File: config.mk
export PLATFORM = sky130hd
export DESIGN_NAME = minimac_txframer
export DESIGN_NICKNAME = d
export VERILOG_FILES = /design/src/rtl/minimac_txframer.sv
export SDC_FILE = /design/constraint.sdc
export NUM_CORES = 1
export LEC_CHECK = 0
export ABC_AREA = 0
export BUFFER_PORTS_ARGS = -buffer_cell sky130_fd_sc_hd__buf_2
export CAP_MARGIN = 15
export CORE_UTILIZATION = 50
export CTS_BUF_LIST = sky130_fd_sc_hd__clkbuf_4 sky130_fd_sc_hd__clkbuf_8
export DETAILED_ROUTE_END_ITERATION = 10
export PLACE_DENSITY = 0.7
export SLEW_MARGIN = 20
export SYNTH_ARGS = -nofsm -noshare
export SYNTH_HDL_FRONTEND = slang
export SYNTH_SLANG_ARGS = --single-unit
File: constraint.sdc
create_clock -name sys_clk -period 3.1 [get_ports sys_clk]
set_clock_uncertainty 0.05 [all_clocks]
set_input_delay 0.155 -clock sys_clk [delete_from_list [all_inputs] [get_ports sys_clk]]
set_output_delay 0.155 -clock sys_clk [all_outputs]
set_load 0.005 [all_outputs]
File: src/rtl/minimac_txframer.sv
// rtl/minimac_txframer.sv - Ethernet TX frame builder: preamble, SFD, payload, optional pad, CRC-32 FCS
//
// Zero padding up to MIN_FRAME bytes is compiled in only when MINIMAC_TX_PAD_EN is defined.
//
// Ports:
//   sys_clk, sys_rst  clock; asynchronous active-high reset
//   start, tx_count   frame request pulse; payload length in bytes (latched on accept)
//   busy, done        frame in progress; one-cycle end-of-frame pulse
//   mem_adr, mem_dat  TX buffer read port (registered RAM, one-cycle read latency)
//   stb, data, full   FIFO write port; stb is registered and decided from the previous full
module minimac_txframer #(
  parameter int PREAMBLE_LEN = 7,
  parameter int MIN_FRAME    = 60
) (
  input  logic        sys_clk,
  input  logic        sys_rst,
  input  logic        start,
  input  logic [10:0] tx_count,
  output logic        busy,
  output logic        done,
  output logic [10:0] mem_adr,
  input  logic [7:0]  mem_dat,
  output logic        stb,
  output logic [7:0]  data,
  input  logic        full
);

  typedef enum logic [2:0] {
    S_IDLE,
    S_PRE,
    S_SFD,
    S_PAY,
`ifdef MINIMAC_TX_PAD_EN
    S_PAD,
`endif
    S_FCS
  } state_t;

  localparam logic [7:0] PRE_LAST = 8'(PREAMBLE_LEN - 1);
`ifdef MINIMAC_TX_PAD_EN
  localparam logic [10:0] MIN_LEN = 11'(MIN_FRAME);
`else
  localparam int unused_min_frame = MIN_FRAME;
`endif

  state_t      state_q, state_d;
  logic [10:0] len_q, len_d;
  logic [10:0] idx_q, idx_d;
  logic [7:0]  cnt_q, cnt_d;
  logic        phase_q, phase_d;   // PAY: 0 = fetch cycle, 1 = mem_dat valid
  logic [31:0] crc_q, crc_d;
  logic [10:0] mem_adr_q, mem_adr_d;
  logic        stb_q, stb_d;
  logic [7:0]  data_q, data_d;
  logic        busy_q, busy_d;
  logic        done_q, done_d;

  logic [10:0] idx_next;
  logic [7:0]  fcs_byte;

  // Reflected CRC-32 (poly 0xEDB88320), one byte per call.
  function automatic logic [31:0] crc32_byte(input logic [31:0] c, input logic [7:0] d);
    logic [31:0] r;
    r = c ^ {24'h0, d};
    for (int i = 0; i < 8; i++) begin
      r = r[0] ? ((r >> 1) ^ 32'hEDB88320) : (r >> 1);
    end
    return r;
  endfunction

  assign idx_next = idx_q + 11'd1;

  // crc_q is not updated in FCS, so the transmitted value stays frozen for all four bytes.
  always_comb begin
    fcs_byte = 8'h00;
    case (cnt_q[1:0])
      2'd0:    fcs_byte = ~crc_q[7:0];
      2'd1:    fcs_byte = ~crc_q[15:8];
      2'd2:    fcs_byte = ~crc_q[23:16];
      default: fcs_byte = ~crc_q[31:24];
    endcase
  end

  always_comb begin
    state_d   = state_q;
    len_d     = len_q;
    idx_d     = idx_q;
    cnt_d     = cnt_q;
    phase_d   = phase_q;
    crc_d     = crc_q;
    mem_adr_d = mem_adr_q;
    data_d    = data_q;
    busy_d    = busy_q;
    stb_d     = 1'b0;
    done_d    = 1'b0;

    case (state_q)
      S_IDLE: begin
        // A start landing in the done cycle is dropped and must be re-issued.
        if (start && !done_q) begin
          len_d     = tx_count;
          idx_d     = 11'd0;
          cnt_d     = 8'd0;
          crc_d     = 32'hFFFFFFFF;
          mem_adr_d = 11'd0;
          busy_d    = 1'b1;
          state_d   = S_PRE;
        end
      end

      S_PRE: begin
        if (!full) begin
          stb_d  = 1'b1;
          data_d = 8'h55;
          if (cnt_q == PRE_LAST) begin
            cnt_d   = 8'd0;
            state_d = S_SFD;
          end else begin
            cnt_d = cnt_q + 8'd1;
          end
        end
      end

      S_SFD: begin
        if (!full) begin
          stb_d   = 1'b1;
          data_d  = 8'hD5;
          // mem_adr has been 0 since the start, so byte 0 is already on mem_dat.
          phase_d = 1'b1;
          if (len_q != 11'd0) begin
            state_d = S_PAY;
          end else begin
`ifdef MINIMAC_TX_PAD_EN
            state_d = (MIN_LEN != 11'd0) ? S_PAD : S_FCS;
`else
            state_d = S_FCS;
`endif
          end
        end
      end

      S_PAY: begin
        if (!phase_q) begin
          phase_d = 1'b1;
        end else if (!full) begin
          stb_d   = 1'b1;
          data_d  = mem_dat;
          crc_d   = crc32_byte(crc_q, mem_dat);
          idx_d   = idx_next;
          phase_d = 1'b0;
          if (idx_next == len_q) begin
`ifdef MINIMAC_TX_PAD_EN
            state_d = (idx_next < MIN_LEN) ? S_PAD : S_FCS;
`else
            state_d = S_FCS;
`endif
          end else begin
            // Address only advances while another payload byte remains, capping it at len-1.
            mem_adr_d = idx_next;
          end
        end
      end

`ifdef MINIMAC_TX_PAD_EN
      S_PAD: begin
        if (!full) begin
          stb_d  = 1'b1;
          data_d = 8'h00;
          crc_d  = crc32_byte(crc_q, 8'h00);
          idx_d  = idx_next;
          if (idx_next == MIN_LEN) begin
            state_d = S_FCS;
          end
        end
      end
`endif

      S_FCS: begin
        if (cnt_q == 8'd4) begin
          done_d  = 1'b1;
          busy_d  = 1'b0;
          cnt_d   = 8'd0;
          state_d = S_IDLE;
        end else if (!full) begin
          stb_d  = 1'b1;
          data_d = fcs_byte;
          cnt_d  = cnt_q + 8'd1;
        end
      end

      default: state_d = S_IDLE;
    endcase
  end

  always_ff @(posedge sys_clk or posedge sys_rst) begin
    if (sys_rst) begin
      state_q   <= S_IDLE;
      len_q     <= 11'd0;
      idx_q     <= 11'd0;
      cnt_q     <= 8'd0;
      phase_q   <= 1'b0;
      crc_q     <= 32'hFFFFFFFF;
      mem_adr_q <= 11'd0;
      stb_q     <= 1'b0;
      data_q    <= 8'h00;
      busy_q    <= 1'b0;
      done_q    <= 1'b0;
    end else begin
      state_q   <= state_d;
      len_q     <= len_d;
      idx_q     <= idx_d;
      cnt_q     <= cnt_d;
      phase_q   <= phase_d;
      crc_q     <= crc_d;
      mem_adr_q <= mem_adr_d;
      stb_q     <= stb_d;
      data_q    <= data_d;
      busy_q    <= busy_d;
      done_q    <= done_d;
    end
  end

  assign busy    = busy_q;
  assign done    = done_q;
  assign mem_adr = mem_adr_q;
  assign stb     = stb_q;
  assign data    = data_q;

endmodule
==> qor.csv, run 1 <==
metric,value,unit
Layout fillers,872,
via count,3979,
max-cap violations,0,
worst hold path class,in2reg,
crit-path max FO,8,
maximum VDD drop,505,uV
number of remaining DRC errors,0,
most frequent cells in the layout,"xnor2_1, dfrtp_1, buf_2, nor2_1, nand2_1",
max-slew violations,0,
area grow syn2layout,12.7,%
Post-synth ARST share,1.00,
die area,0.0106,sq mm
"commonest non-fill, non-tap cell in the layout",xnor2_1,
share of cells above drive strength 1,0.238,
FF-to-FF Start,idx_q[0],
Clock Tree Root,clkbuf_8,
Worst slew margin,0.432,
1st-iter DRT viols,282,
Max clock buf depth,2,
CP Class,reg2reg,
Reg area,0.00224,sq mm
"Cell Area, Placed",0.00538,sq mm
Final setup viols,0,
DR WL/cell,17.4,um
actual slew at the worst max-slew pin,0.844,ns
Rows,36,
outcome,"finished, final reports clean",
Mapped Area,0.00508,sq mm
drt pass-1 iters,5,
core area,0.00982,sq mm
Hold Worst Slack,0.0438,ns
hold path endpoint,data[3],
Hold Crit Depth,3,
Post-Syn Instances,503,
initial antenna violation count,0,
TritonCTS clock tree,built,
setup ws final,0.304,ns
Resized Gates After CTS,0,
Worst setup SP type,flop,
gr usage total,0.247,
dpl ws,0.316,ns
pin count of the biggest net entering global routing,43,
worst r2r dst,mem_adr[10],
syn_area_per_cell,10.1,sq um
Post-synth EDFFs,0,
first-pass GRT wire length,19700,um
Max Freq,358,MHz
final hold vios,0,
fin area,0.00572,sq mm
Final HPWL DP,8440,um
initial core utilization,0.517,
clock sink count,88,
die width,103,um
P_leak,2.34,nW
Critical Path Sink Type,flop,
DRT Wirelength,12100,um
fin cells,692,
placer's final routability congestion estimate,0.873,
Routed Antenna Nets,0,
NumNets Final,582,
Pwr Total,6.08,mW
H-Tree Depth,3,
sequential-to-total area share from yosys stat,0.441,
Placed Instances,664,
TNS Setup,0,ns
clock insertion delay at the later pin of the skew report,0.38,ns
unrepaired setup endpoints after global routing,false,
multi-input combinational cell area,0.00259,sq mm
total CTS buffers,9,
syn nets,531,
reg-to-reg setup timing slack,0.30,ns
Via density,5.75,
Critical Path RT,3.35,ns
post-synthesis sequential element count,88,
"Top FF cell, synth",dfrtp_1,
num ports,45,
Tmin final,2.80,ns
ant diodes,0,
min-delay src,mem_dat[3],
power per cell area,1060,mW/mm^2
"CTS clk-pin slew, worst paths",0.09,ns
total grt overflow,0,
synth unique cells,63,
Finished Core Util,0.583,
FF-to-FF path depth,8,
die height,103,um
yosys warns,0,
Buffers on Ports,44,
Worst Path Arrival,3.05,ns
vias in the first global route,3940,
Final Cycle Share,0.902,
[synth_stat cells, types with 5 or more instances]
library cell  instances  area [sq um]
mux2_2               13           146
o22ai_1              12          75.1
a22oi_1               9          67.6
clkbuf_1             13          48.8
xnor2_1              63           552
a22o_1                8          70.1
ha_1                  5          62.6
buf_6                 5          56.3
and3_1                5          31.3
nor2_1               34           128
xor2_1               28           245
nand2_1              34           128
inv_1                15          56.3
nor2b_1              13          81.3
a211oi_1              8          60.1
nor4_1                5          31.3
dfrtp_1              56          1400
o31ai_1               5          37.5
o21ai_0              27           135
a21oi_1              32           160
o2bb2ai_1             8          70.1
dfstp_2              32           841
[routing by layer]
metal | part of all wire | GRT usage
met3 | 0.054 | 0.0407
met1 | 0.46 | 0.341
met5 | 0 | 0
met2 | 0.46 | 0.381
met4 | 0.022 | 0.112
[final cells by class]
class,count,area share
repair buffers,69,0.0765
well taps,133,0.0291
clock inverters,7,0.0168
multi-input cells,370,0.453
clock buffers,9,0.0216
flip-flops and latches,88,0.392
inverters,16,0.0107
[power breakdown]
part | total (mW) | switching, mW | leakage (nW) | internal [mW]
Combinational | 3.12 | 1.60 | 1.18 | 1.52
Sequential | 2.06 | 0.377 | 1.05 | 1.69
Clock | 0.893 | 0.438 | 0.113 | 0.455
Total | 6.08 | 2.42 | 2.34 | 3.66
[worst max-delay path by stage]
stage,from,to,slack (ns),cells past startpoint
6_report,idx_q[0],mem_adr[10],0.30,8
4_1_cts,idx_q[0],mem_adr[0],0.31,8
3_5_place_dp,idx_q[0],mem_adr[10],0.32,8
3_3_place_gp,idx_q[0],mem_adr[0],0.50,8
5_1_grt,idx_q[0],mem_adr[7],0.06,8
2_1_floorplan,sys_rst,busy,0.67,1
[timing repair]
item / in CTS / in global routing
buffers inserted: 0 / 0
hold buffers: 12 / 0
endpoints found under the hold margin: 37 / 0
[registers in the layout, indices dropped and copies added, names as in the netlist]
register  count
data          8
crc_q        32
idx_q        11
done          1
stb           1
cnt_q         8
len_q        11
busy          1
state_q       3
phase_q       1
mem_adr      11
[cells by family (layout without fill, tap and decap cells)]
family / Yosys count / count (layout) / synth area share
xor+xnor: 93 / 93 / 0.165
fa+ha+maj: 5 / 5 / 0.0123
compound gates: 134 / 134 / 0.177
mux: 13 / 13 / 0.0288
buf+inv: 45 / 101 / 0.0490
simple gates: 125 / 125 / 0.126
flops: 88 / 88 / 0.441
[worst max-delay path: stages (launching register included)]
cell and delay [ns]:
dfrtp_1 0.46, ha_1 0.32, nand2_1 0.16, nor3_1 0.48
xnor2_1 0.18, nand4_1 0.19, o31ai_1 0.50, buf_4 0.25
o2bb2ai_1 0.12
No activity file was read; power rests on OpenSTA's default activity.
==> run 2: changes to the inputs <==
--- a/config.mk
+++ b/config.mk
@@ -8,6 +8,7 @@
 export ABC_AREA = 0
 export BUFFER_PORTS_ARGS = -buffer_cell sky130_fd_sc_hd__buf_2
 export CAP_MARGIN = 15
+export CORE_ASPECT_RATIO = 1.75
 export CORE_UTILIZATION = 50
 export CTS_BUF_LIST = sky130_fd_sc_hd__clkbuf_4 sky130_fd_sc_hd__clkbuf_8
 export DETAILED_ROUTE_END_ITERATION = 10
==> run 2 against run 1 <==
Against the previous run: utilization fell by 0.23 points; critical endpoint is now mem_adr[9]; critical path depth decreased by 1; global-route usage rose by 0.55 points; first-iteration DRC count shrank 20%; critical path type unchanged; clock power is 3.4% lower; cell area is essentially flat; wire length rose by 4.6%.
==> qor.csv, run 2 (synthesized netlist as in run 1, its figures left out) <==
metric,value,unit,change
maximum VDD drop,597,uV,was 505 uV
Worst setup SP type,flop,,unchanged
Clock Tree Root,clkbuf_8,,unchanged
multi-input combinational cell area,0.00259,sq mm,unchanged
area grow syn2layout,12.6,%,was 12.7%
Critical Path RT,3.29,ns,was 3.35 ns
Rows,48,,was 36
max-cap violations,0,,unchanged
Routed Antenna Nets,0,,unchanged
"CTS clk-pin slew, worst paths",0.10,ns,was 0.09 ns
Max Freq,374,MHz,was 358 MHz
share of cells above drive strength 1,0.241,,was 0.238
Max clock buf depth,2,,unchanged
drt pass-1 iters,5,,unchanged
CP Class,reg2reg,,unchanged
Layout fillers,865,,was 872
total grt overflow,0,,unchanged
die area,0.0106,sq mm,about the same
gr usage total,0.252,,was 0.247
placer's final routability congestion estimate,0.903,,was 0.873
DR WL/cell,18.4,um,was 17.4 um
Critical Path Sink Type,flop,,unchanged
Final Cycle Share,0.863,,was 0.902
die width,78.2,um,was 103 um
TNS Setup,0,ns,unchanged
TritonCTS clock tree,built,,unchanged
core area,0.00985,sq mm,was 0.00982 sq mm
die height,135,um,was 103 um
max reg flops,32,,unchanged
clock insertion delay at the later pin of the skew report,0.38,ns,about the same
DRT Wirelength,12600,um,"was 12,100 um"
NumNets Final,584,,was 582
fin area,0.00572,sq mm,about the same
via count,3941,,"was 3,979"
"Cell Area, Placed",0.00539,sq mm,was 0.00538 sq mm
Final HPWL DP,8970,um,was 8440 um
actual slew at the worst max-slew pin,0.971,ns,was 0.844 ns
Finished Core Util,0.581,,was 0.583
total CTS buffers,9,,unchanged
Worst Path Arrival,2.87,ns,was 3.05 ns
pin count of the biggest net entering global routing,57,,was 43
Final setup viols,0,,unchanged
final hold vios,0,,unchanged
outcome,"finished, final reports clean",,unchanged
Reg area,0.00224,sq mm,unchanged
Tmin final,2.67,ns,was 2.80 ns
vias in the first global route,4020,,"was 3,940"
first-pass GRT wire length,20400,um,"was 19,700 um"
number of remaining DRC errors,0,,unchanged
most frequent cells in the layout,"xnor2_1, dfrtp_1, buf_2, nor2_1, nand2_1",,unchanged
initial core utilization,0.516,,was 0.517
initial antenna violation count,0,,unchanged
max-slew violations,0,,unchanged
Worst slew margin,0.353,,was 0.432
Buffers on Ports,44,,unchanged
clock sink count,88,,unchanged
H-Tree Depth,3,,unchanged
worst hold path class,in2reg,,unchanged
"Most flops, register",crc_q,,unchanged
num ports,45,,unchanged
unrepaired setup endpoints after global routing,false,,unchanged
P_leak,2.34,nW,about the same
"commonest non-fill, non-tap cell in the layout",xnor2_1,,unchanged
ant diodes,0,,unchanged
1st-iter DRT viols,225,,was 282
power per cell area,1060,mW/mm^2,about the same
crit-path max FO,8,,unchanged
Via density,5.74,,was 5.75
run 2: cell types whose count changed in the layout (fill, tap and decap cells not counted), sizes merged:
cell | before | now
clkinv | 6 | 2
inv | 15 | 18
buf | 57 | 59
bufinv | 2 | 1
clkbuf | 9 | 10
clkinvlp | 0 | 1
run 2: per-layer routing:
| layer | vias up | share of wire | wire length (um) | GRT usage |
|---|---|---|---|---|
| met2 | 93 | 0.56 | 7110 | 0.449 |
| met1 | 1959 | 0.37 | 4700 | 0.281 |
| li1 | 1866 | - | - | - |
| met5 | - | 0 | 0 | 0 |
| met3 | 23 | 0.035 | 440 | 0.0391 |
| met4 | 0 | 0.029 | 369 | 0.145 |
run 2: critical path: stages (launching register included):
cell and delay (ns):
dfrtp_1 0.49, ha_1 0.34, nand2_1 0.16, nor3_1 0.48
xnor2_1 0.17, nand4_1 0.17, o21ai_1 0.53, o2bb2ai_1 0.16
run 2: area by class of cell:
class,instances,area share
Clock buffer,10,0.0241
Clock inverter,6,0.0127
Inverter,16,0.0107
Multi-Input combinational cell,370,0.454
Sequential cell,88,0.392
Tap cell,125,0.0274
Timing Repair Buffer,71,0.0792
run 2: path summary, 6_finish.rpt:
path | start | end | slack, ns | cells after the start
max | idx_q[0] | mem_adr[9] | 0.43 | 7
min | mem_dat[3] | data[3] | 0.04 | 3
max reg2reg | idx_q[0] | mem_adr[9] | 0.43 | 7
min reg2reg | data[3] | data[3] | 0.43 | 2
max in group asynchronous | sys_rst | crc_q[16] | 1.71 | 4
min in group asynchronous | sys_rst | idx_q[3] | 0.45 | 3
run 2: per-stage QoR:
step / instances / setup WS [ns] / power [mW] / hold WS [ns]
3_3_place_gp: 658 / 0.573 / 5.13 / 0.337
3_5_place_dp: 658 / 0.506 / 5.18 / 0.341
4_1_cts: 686 / 0.469 / 6.09 / 0.0383
6_report: 686 / 0.426 / 6.08 / 0.0403
2_1_floorplan: 503 / 0.669 / 4.48 / 0.257
5_1_grt: 686 / 0.142 / 6.44 / 0.0593
run 2: report_power, final:
part | total [mW] | leakage (nW) | switching (mW) | internal (mW)
logic | 3.12 | 1.19 | 1.60 | 1.52
clock network | 0.863 | 0.104 | 0.458 | 0.405
registers | 2.09 | 1.05 | 0.408 | 1.68
total | 6.08 | 2.34 | 2.46 | 3.61
run 2: what timing repair did:
action	CTS	global route
setup buffers	0	0
gates resized for setup	0	0
hold endpoints to repair	49	0
hold buffers	12	0
==> run 3: changes to the inputs <==
--- a/config.mk
+++ b/config.mk
@@ -9,10 +9,11 @@
 export BUFFER_PORTS_ARGS = -buffer_cell sky130_fd_sc_hd__buf_2
 export CAP_MARGIN = 15
 export CORE_ASPECT_RATIO = 1.75
-export CORE_UTILIZATION = 50
+export CORE_UTILIZATION = 55
 export CTS_BUF_LIST = sky130_fd_sc_hd__clkbuf_4 sky130_fd_sc_hd__clkbuf_8
 export DETAILED_ROUTE_END_ITERATION = 10
-export PLACE_DENSITY = 0.7
+export HOLD_SLACK_MARGIN = 0.15
+export PLACE_DENSITY_LB_ADDON = 0.3
 export SLEW_MARGIN = 20
 export SYNTH_ARGS = -nofsm -noshare
 export SYNTH_HDL_FRONTEND = slang
==> run 3 against run 2 <==
Against the previous run: count of clock-buffer cells in the layout up 2; cell area increased by 0.85%; sequential power is essentially flat; clock power decreased by 8.7%; via count rose by 1.3%; wire length shrank 2.7%; die area down 8.9%.
==> qor.csv, run 3 (synthesized netlist as in run 1, its figures left out) <==
metric,value,unit,change
"commonest non-fill, non-tap cell in the layout",xnor2_1,,unchanged
worst r2r dst,mem_adr[3],,was mem_adr[9]
Worst setup SP type,flop,,unchanged
number of remaining DRC errors,0,,unchanged
DR WL/cell,17.8,um,was 18.4 um
"Most flops, register",crc_q,,unchanged
actual slew at the worst max-slew pin,0.756,ns,was 0.971 ns
WP depth,7,,unchanged
"CTS clk-pin slew, worst paths",0.08,ns,was 0.10 ns
crit-path max FO,8,,unchanged
CP max stage cell,o21ai_1,,unchanged
gr usage total,0.277,,was 0.252
power per cell area,1050,mW/mm^2,was 1060 mW/mm^2
max-slew violations,0,,unchanged
ant diodes,0,,unchanged
area grow syn2layout,13.5,%,was 12.6%
final hold vios,0,,unchanged
DRT Wirelength,12300,um,"was 12,600 um"
hold path endpoint,phase_q,,was data[3]
FF-to-FF Start,idx_q[0],,unchanged
FF-to-FF path depth,7,,unchanged
most frequent cells in the layout,"xnor2_1, dfrtp_1, buf_2, nor2_1, nand2_1",,unchanged
unrepaired setup endpoints after global routing,false,,unchanged
clock sink count,88,,unchanged
placer's final routability congestion estimate,0.919,,was 0.903
total grt overflow,0,,unchanged
die height,129,um,was 135 um
Routed Antenna Nets,0,,unchanged
max-cap violations,0,,unchanged
Max clock buf depth,2,,unchanged
first-pass GRT wire length,19900,um,"was 20,400 um"
fin cells,688,,was 686
reg-to-reg setup timing slack,0.46,ns,was 0.43 ns
share of cells above drive strength 1,0.238,,was 0.241
Worst Path Arrival,2.80,ns,was 2.87 ns
Worst slew margin,0.493,,was 0.353
crit-path cells,ha_1 -> nand2_1 -> nor3_1 -> xnor2_1 -> nand4_1 -> o21ai_1 -> o2bb2ai_1,,unchanged
H-Tree Depth,3,,unchanged
Hold Crit Depth,4,,was 3
outcome,"finished, final reports clean",,unchanged
die area,0.00964,sq mm,was 0.0106 sq mm
CP Class,reg2reg,,unchanged
worst hold path class,in2reg,,unchanged
Final setup viols,0,,unchanged
vias in the first global route,4058,,"was 4,020"
NumNets Final,591,,was 584
Final Cycle Share,0.850,,was 0.863
"slowest stage delay, CP",0.53,ns,about the same
"CP delay by family, top",simple AND/OR/NAND/NOR gates,,unchanged
core area,0.00904,sq mm,was 0.00985 sq mm
initial core utilization,0.562,,was 0.516
drt pass-1 iters,5,,unchanged
maximum VDD drop,674,uV,was 597 uV
min-delay src,full,,was mem_dat[3]
total CTS buffers,9,,unchanged
max reg flops,32,,unchanged
Rows,46,,was 48
Max Freq,379,MHz,was 374 MHz
Placed Instances,653,,was 658
die width,74.7,um,was 78.2 um
Tmin final,2.64,ns,was 2.67 ns
clock insertion delay at the later pin of the skew report,0.36,ns,was 0.38 ns
num ports,45,,unchanged
Critical Path Sink Type,flop,,unchanged
postcts setup bufs,0,,unchanged
Final HPWL DP,8760,um,was 8970 um
TritonCTS clock tree,built,,unchanged
TNS Setup,0,ns,unchanged
Critical Path RT,3.27,ns,was 3.29 ns
via count,3991,,"was 3,941"
P_leak,2.37,nW,was 2.34 nW
Clock Tree Root,clkbuf_8,,unchanged
1st-iter DRT viols,250,,was 225
Worst Path Buf+Inv,0,,unchanged
Via density,5.80,,was 5.74
pin count of the biggest net entering global routing,67,,was 57
Buffers on Ports,44,,unchanged
initial antenna violation count,0,,unchanged
==> run 3: worst max path at each step <==
stage,startpoint,endpoint,slack (ns)
after floorplan,sys_rst,busy,0.67
after global placement,idx_q[0],mem_adr[9],0.60
after detailed placement,idx_q[0],mem_adr[9],0.49
after CTS,idx_q[0],mem_adr[9],0.45
after global routing,idx_q[0],mem_adr[9],0.22
final,idx_q[0],mem_adr[3],0.46
==> run 3: stage by stage <==
stage	cell area, sq um	setup WS [ns]	utilization	hold WS (ns)	power, mW
6_report	5770	0.464	0.638	0.161	6.04
5_1_grt	5770	0.216	0.638	0.163	6.44
4_1_cts	5770	0.451	0.638	0.152	6.04
3_5_place_dp	5390	0.489	0.596	0.210	5.20
3_3_place_gp	5380	0.599	0.596	0.337	5.13
2_1_floorplan	5080	0.669	-	0.257	4.48
==> run 3: report_power, final <==
group	switching (mW)	total, mW	leakage, nW	internal, mW
clock network	0.392	0.788	0.104	0.396
registers	0.407	2.09	1.05	1.69
logic	1.63	3.16	1.22	1.53
total	2.43	6.04	2.37	3.61
==> run 3: per-layer routing <==
metal | vias up | GRT usage | share of wire
met3 | 36 | 0.0443 | 0.037
met4 | 0 | 0.159 | 0.045
met2 | 113 | 0.490 | 0.53
met5 | - | 0 | 0
li1 | 1880 | - | -
met1 | 1962 | 0.303 | 0.38
==> run 3: worst min-delay path, delay by kind of cell <==
family,cells,cell delay [ns]
buffers and inverters,1,0.15
AND/OR/NAND/NOR,2,0.16
AO/OA/AOI/OAI,1,0.06
==> run 3: layout make-up <==
cell class                 count  area [sq um]
fill                         762          3270
multi-input combinational    370          2590
sequential                    88          2240
timing repair buffer          78           523
tap                          120           150
clock buffer                  12           146
inverter                      16          65.1
clock inverter                 4          45.0
==> run 3: timing repair <==
item,4_1_cts,5_1_grt
endpoints found under the hold margin,72,0
hold buffers,19,0
gates resized for setup,0,0
